### src/rtl/prop_monitor_if.sv
// Bundles the control inputs and verdict/diagnostic outputs of prop_monitor.
// The monitor is the slave; the stimulus side is the master.
interface prop_monitor_if #(
    parameter int CW = 8
) ();
    logic          en;
    logic          clear;
    logic          prop;
    logic          busy;
    logic          fail;
    logic [CW-1:0] fail_cycle;
    logic [CW-1:0] viol_cnt;
    logic [CW-1:0] cyc;

    modport master (
        output en, clear, prop,
        input  busy, fail, fail_cycle, viol_cnt, cyc
    );

    modport slave (
        input  en, clear, prop,
        output busy, fail, fail_cycle, viol_cnt, cyc
    );
endinterface

### src/rtl/prop_monitor.sv
// Runtime monitor for the single-bit prop safety output: tolerates up to LIMIT
// consecutive low samples, then latches a sticky FAIL with the failing cycle index.
module prop_monitor #(
    parameter int CW    = 8,
    parameter int LIMIT = 2
) (
    input  logic          clk,
    input  logic          reset,
    prop_monitor_if.slave mon
);

    typedef enum logic [1:0] {
        ST_IDLE    = 2'b00,
        ST_ARMED   = 2'b01,
        ST_PENDING = 2'b10,
        ST_FAIL    = 2'b11
    } state_e;

    localparam logic [CW-1:0] CNT_MAX = {CW{1'b1}};
    localparam logic [CW-1:0] LIMIT_C = CW'(LIMIT);

    state_e        state_q, state_d;
    logic [CW-1:0] cyc_q, cyc_d;
    logic [CW-1:0] low_cnt_q, low_cnt_d;
    logic [CW-1:0] viol_cnt_q, viol_cnt_d;
    logic [CW-1:0] fail_cycle_q, fail_cycle_d;

    function automatic logic [CW-1:0] sat_inc(input logic [CW-1:0] v);
        return (v == CNT_MAX) ? v : v + 1'b1;
    endfunction

    always_comb begin
        state_d      = state_q;
        cyc_d        = cyc_q;
        low_cnt_d    = low_cnt_q;
        viol_cnt_d   = viol_cnt_q;
        fail_cycle_d = fail_cycle_q;

        if (mon.clear) begin
            state_d      = ST_IDLE;
            cyc_d        = '0;
            low_cnt_d    = '0;
            viol_cnt_d   = '0;
            fail_cycle_d = '0;
        end else begin
            case (state_q)
                ST_IDLE: begin
                    if (mon.en) begin
                        state_d    = ST_ARMED;
                        cyc_d      = '0;
                        viol_cnt_d = '0;
                    end
                end
                ST_FAIL: begin
                    state_d = ST_FAIL;
                end
                default: begin
                    if (!mon.en) begin
                        // Disarm wins over a simultaneous low sample; it is not counted.
                        state_d   = ST_IDLE;
                        low_cnt_d = '0;
                    end else begin
                        cyc_d = sat_inc(cyc_q);
                        if (mon.prop) begin
                            state_d   = ST_ARMED;
                            low_cnt_d = '0;
                        end else begin
                            viol_cnt_d = sat_inc(viol_cnt_q);
                            if ((state_q == ST_ARMED && LIMIT == 0) ||
                                (state_q == ST_PENDING && low_cnt_q == LIMIT_C)) begin
                                state_d      = ST_FAIL;
                                fail_cycle_d = cyc_q;
                            end else if (state_q == ST_ARMED) begin
                                state_d   = ST_PENDING;
                                low_cnt_d = CW'(1);
                            end else begin
                                low_cnt_d = low_cnt_q + 1'b1;
                            end
                        end
                    end
                end
            endcase
        end
    end

    always_ff @(posedge clk or negedge reset) begin
        if (!reset) begin
            state_q      <= ST_IDLE;
            cyc_q        <= '0;
            low_cnt_q    <= '0;
            viol_cnt_q   <= '0;
            fail_cycle_q <= '0;
        end else begin
            state_q      <= state_d;
            cyc_q        <= cyc_d;
            low_cnt_q    <= low_cnt_d;
            viol_cnt_q   <= viol_cnt_d;
            fail_cycle_q <= fail_cycle_d;
        end
    end

    assign mon.busy       = (state_q != ST_IDLE);
    assign mon.fail       = (state_q == ST_FAIL);
    assign mon.fail_cycle = fail_cycle_q;
    assign mon.viol_cnt   = viol_cnt_q;
    assign mon.cyc        = cyc_q;

endmodule

### src/flat_wrapper.sv
// flat-port wrapper written by rule: the top's interface ports become plain ports
module prop_monitor_flat 
#(
    parameter int CW    = 8,
    parameter int LIMIT = 2
)
  (clk, reset, mon_en, mon_clear, mon_prop, mon_busy, mon_fail, mon_fail_cycle, mon_viol_cnt, mon_cyc);
  prop_monitor_if #(.CW(CW)) mon_i ();
  input  logic clk;
  input  logic reset;
  input wire logic [$bits(mon_i.en)-1:0] mon_en;
  input wire logic [$bits(mon_i.clear)-1:0] mon_clear;
  input wire logic [$bits(mon_i.prop)-1:0] mon_prop;
  output wire logic [$bits(mon_i.busy)-1:0] mon_busy;
  output wire logic [$bits(mon_i.fail)-1:0] mon_fail;
  output wire logic [$bits(mon_i.fail_cycle)-1:0] mon_fail_cycle;
  output wire logic [$bits(mon_i.viol_cnt)-1:0] mon_viol_cnt;
  output wire logic [$bits(mon_i.cyc)-1:0] mon_cyc;
  assign mon_i.en = mon_en;
  assign mon_i.clear = mon_clear;
  assign mon_i.prop = mon_prop;
  assign mon_busy = mon_i.busy;
  assign mon_fail = mon_i.fail;
  assign mon_fail_cycle = mon_i.fail_cycle;
  assign mon_viol_cnt = mon_i.viol_cnt;
  assign mon_cyc = mon_i.cyc;
  prop_monitor #(.CW(CW), .LIMIT(LIMIT)) u_core (.clk(clk), .reset(reset), .mon(mon_i));
endmodule
### config.mk
export PLATFORM = sky130hd
export DESIGN_NAME = prop_monitor_flat
export DESIGN_NICKNAME = d
export VERILOG_FILES = /design/src/rtl/prop_monitor_if.sv /design/src/rtl/prop_monitor.sv /design/src/flat_wrapper.sv
export SDC_FILE = /design/constraint.sdc
export NUM_CORES = 1
export LEC_CHECK = 0
export ABC_AREA = 1
export CAP_MARGIN = 25
export CORE_MARGIN = 3
export CORE_UTILIZATION = 35
export DETAILED_ROUTE_END_ITERATION = 8
export GPL_ROUTABILITY_DRIVEN = 0
export PLACE_DENSITY = 0.53
export SYNTH_ARGS = -nofsm -noshare
export SYNTH_HDL_FRONTEND = slang
export SYNTH_SLANG_ARGS = --single-unit
### constraint.sdc
create_clock -name clk -period 1.9 [get_ports clk]
set_clock_uncertainty 0.15 [all_clocks]
set_input_delay 0.38 -clock clk [delete_from_list [all_inputs] [get_ports clk]]
set_output_delay 0.38 -clock clk [all_outputs]
set_load 0.03 [all_outputs]
==> results.md <==
* Post-layout min period at between 1.5 and 2 ns
* Register Area at about 850 um2
* Total GRT Usage at 0.154
* Post-route insts no fill at ~400
* Crit path largest cell delay at around 0.67 ns
* Reg clk slew, reported paths at 0.08 ns
* WP depth at 1
* Synth Area per Inst at approximately 7.9 um2
* M3 GR Usage at 0.0296
* Detailed-route via count at just under 2000
* R2r endpoint: u_core.mon.viol_cnt[5]$_DFFE_PN0P_
* Clk network pwr share at 0.304
* CTS H-Tree Depth at 2
* I/O Buffers at 30
* Max-cap violations at 0
* IO Count at 31
* Diodes inserted at 0
* Initial Utilization at 0.374
* Vias per Instance at 4.84
* Detailed placement HPWL at slightly below 4 mm
* Net Sw Frac at 0.355
* CTS Buf Count at 5
* Synth warnings at 0
* Static leakage power at 1.39 nW
* Root Buffer: clkbuf_8
* Post-synthesis register bit count at 34
* Clk Latency, worst-skew pair at 0.29 ns
* Drt initial violations at 86
* Least-Margin Pin Slew at between 0.4 and 0.5 ns
* Die X-Extent at between 80 and 90 um
* CTS tree: done
* Mapped Area at between 0.002 and 0.0025 mm2
* Grt met2 use at 0.262
* Worst setup EP type: primary output
* WP buf/inv at 1
* Largest net degree at the start of global routing at 19
* Synth area leaders: dfrtp_1, nand2_1, inv_1
* Total Wirelength at between 5 and 6 mm
* Async S/R FF share, synth at 1.00
* Main synth FF type: dfrtp_1
* Crit Path Class: flip-flop to primary output
* Cells after Synth at about 270
* Status: finished, final reports clean
* Area share of the largest cell type after synthesis at 0.400
* Sink Count at 34
* RSZ-0062 raised after global routing: false
* Cell Int Power at 1.73 mW
* Grt ovf at 0
* # setup viols final at 0
* Critical Path, Cell by Cell: clkdlybuf4s50_1
* Maximum vdd drop at around 0.00036 V
* CP max-delay cell: clkdlybuf4s50_1
* Placed cells at 389
* Min-Delay Path Class: flip-flop to flip-flop
* Pwr Density at approximately 950 mW/mm2
* Most used routing layer: met2
* Number of synthesized flops with an enable pin at 0
* Comb pwr share at 0.385
* Net Sw Power at approximately 950 uW
* Core ar. at roughly 0.0057 mm2
* CP endpoint: mon_fail_cycle[1]
* Final Hold Vio Count at 0
* Deepest clock path buffer count at 2
* Layout Nets at 341
* Period utilization at 0.975
* DIE AREA at 0.00704 mm2
* Critical Path Start: u_core.mon.fail_cycle[1]$_DFFE_PN0P_
* Met1 usage at 0.197
* Slew Viols, Final at 0
* Number of antenna violations at the first check in global routing at 0
* Number of global-route vias before repair at 1934
* Synthesized Nets at between 200 and 300
* Die Ht at 83.9 um
* PnR Total Power at approximately 2.7 mW
* F_max at 540 MHz
* Crit-path max FO at 2
* Std-Cell Rows at 27
* Synth-to-layout area growth at 33.8%
* R2R depth at 8
* Max_slew headroom at 0.717
* Sequential Power Share at 0.312
* R2r setup slk at 0.12 ns
* Share of layout cells above drive strength 1 at 0.219
* Most frequent cell after synthesis: nand2_1
* Filler instances at 577
* Yosys top cell by area: dfrtp_1
* Drt wl/cell at ~13 um
* Crit-path leading delay family: buffers and inverters
* WP data arrival at about 1.3 ns
* Reg-to-Reg Start: u_core.state_q[0]$_DFFE_PN0P_
* Global-route wire length before repair at ~8.9 mm
* Post-route DRC at 0
* Sequential share of the synthesized area at 0.400
* Most common library cells after synthesis: nand2_1, dfrtp_1, inv_1
* Netlist cell types at 30
* Worst endpoint required time at approximately 1.4 ns
* DRT Pass-1 Iters at 4
* Multi-input gate area at about 0.0011 mm2
* Antenna viol nets, final at 0
* Worst setup SP type: flip-flop
-- logic make-up (layout without fill, tap and decap cells) --
logic type | Yosys count | in the layout | synth area share
AO/OA/AOI/OAI | 33 | 33 | 0.104
XOR/XNOR | 1 | 1 | 0.00412
adder cells (fa/ha/maj) | 8 | 8 | 0.0471
buffers and inverters | 42 | 102 | 0.0889
flip-flops | 34 | 34 | 0.400
AND/OR/NAND/NOR | 151 | 151 | 0.355
-- timing repair --
action,4_1_cts,5_1_grt
resized for setup,14,5
setup buffers,0,3
pin swaps,0,1
hold buffers,1,0
setup endpoints to repair,13,3
endpoints found under the hold margin,16,0
gates cloned,0,0
-- through the flow --
| step | setup WS (ns) | util | setup TNS [ns] | cell area [um2] | hold WS, ns |
|---|---|---|---|---|---|
| 2_1_floorplan | 0.193 | - | 0 | 2120 | -0.0656 |
| 3_3_place_gp | -0.0264 | 0.470 | -0.0325 | 2670 | 0.189 |
| 3_5_place_dp | -0.0355 | 0.470 | -0.186 | 2670 | 0.188 |
| 4_1_cts | -0.0265 | 0.495 | -0.0265 | 2810 | 0.374 |
| 5_1_grt | 0.000242 | 0.501 | 0 | 2840 | 0.402 |
| 6_report | 0.0479 | 0.501 | 0 | 2840 | 0.372 |
-- worst min path at each step --
stage / cells after the start / slack [ns] / end / from
floorplan: 0 / -0.07 / u_core.low_cnt_q[0]$_DFFE_PN0P_ / reset
global placement: 1 / 0.19 / u_core.low_cnt_q[3]$_DFFE_PN0P_ / reset
detailed placement: 1 / 0.19 / u_core.low_cnt_q[3]$_DFFE_PN0P_ / reset
CTS: 2 / 0.37 / u_core.mon.fail_cycle[1]$_DFFE_PN0P_ / u_core.mon.fail_cycle[1]$_DFFE_PN0P_
global route: 2 / 0.40 / u_core.mon.fail_cycle[1]$_DFFE_PN0P_ / u_core.mon.fail_cycle[1]$_DFFE_PN0P_
finish: 2 / 0.37 / u_core.mon.fail_cycle[4]$_DFFE_PN0P_ / u_core.mon.fail_cycle[4]$_DFFE_PN0P_
-- registers in the layout, indices dropped and copies added, names as in the netlist --
register and cells:
u_core.mon.fail_cycle 8, u_core.mon.cyc 8, u_core.state_q 2, u_core.mon.viol_cnt 8, u_core.low_cnt_q 8
-- worst reg2reg max path, delay by kind of cell, from the launching register on --
kind / cells / cell delay (ns)
AO/OA/AOI/OAI: 1 / 0.13
buffers and inverters: 2 / 0.22
adder cells (fa/ha/maj): 1 / 0.18
AND/OR/NAND/NOR: 4 / 0.60
flip-flops: 1 / 0.42
-- power by group through the flow --
stage               Sequential, mW  Clock [mW]  Combinational, mW
global placement             0.851           0              0.930
global route                 0.849       0.868               1.14
CTS                          0.836       0.833              0.971
finish                       0.838       0.816               1.03
floorplan                    0.886           0              0.568
detailed placement           0.851           0              0.941
-- layout by cell type, fill, tap and decap left out, drive strengths merged --
cell type / Yosys / routed
dlymetal6s2s: 0 / 2
or2: 1 / 1
a22oi: 4 / 4
dlygate4sd3: 0 / 1
buf: 3 / 28
ha: 8 / 8
o21ai: 20 / 20
clkinvlp: 0 / 1
o211ai: 1 / 1
nand4: 14 / 14
xor2: 1 / 1
a21oi: 8 / 8
clkdlybuf4s50: 0 / 13
nor3: 12 / 12
dfrtp: 34 / 34
nor2: 24 / 24
inv: 37 / 36
clkinv: 1 / 2
dlygate4sd2: 0 / 12
clkbuf: 1 / 5
nand2: 76 / 76
nand3: 24 / 24
bufinv: 0 / 2
-- routing by layer --
layer / up-vias / routed length, um
li1: 1000 / -
met1: 893 / 2430
met2: 40 / 2490
met3: 6 / 197
met4: 0 / 62
met5: - / 0
-- cell type report --
cell class / instances / area share
tap: 72 / 0.0317
clock buffer: 5 / 0.0242
sequential: 34 / 0.299
timing repair buffer: 56 / 0.181
inverter: 38 / 0.0533
multi-input combinational: 193 / 0.386
clock inverter: 3 / 0.0242
Power figures use the tool's default switching activity.
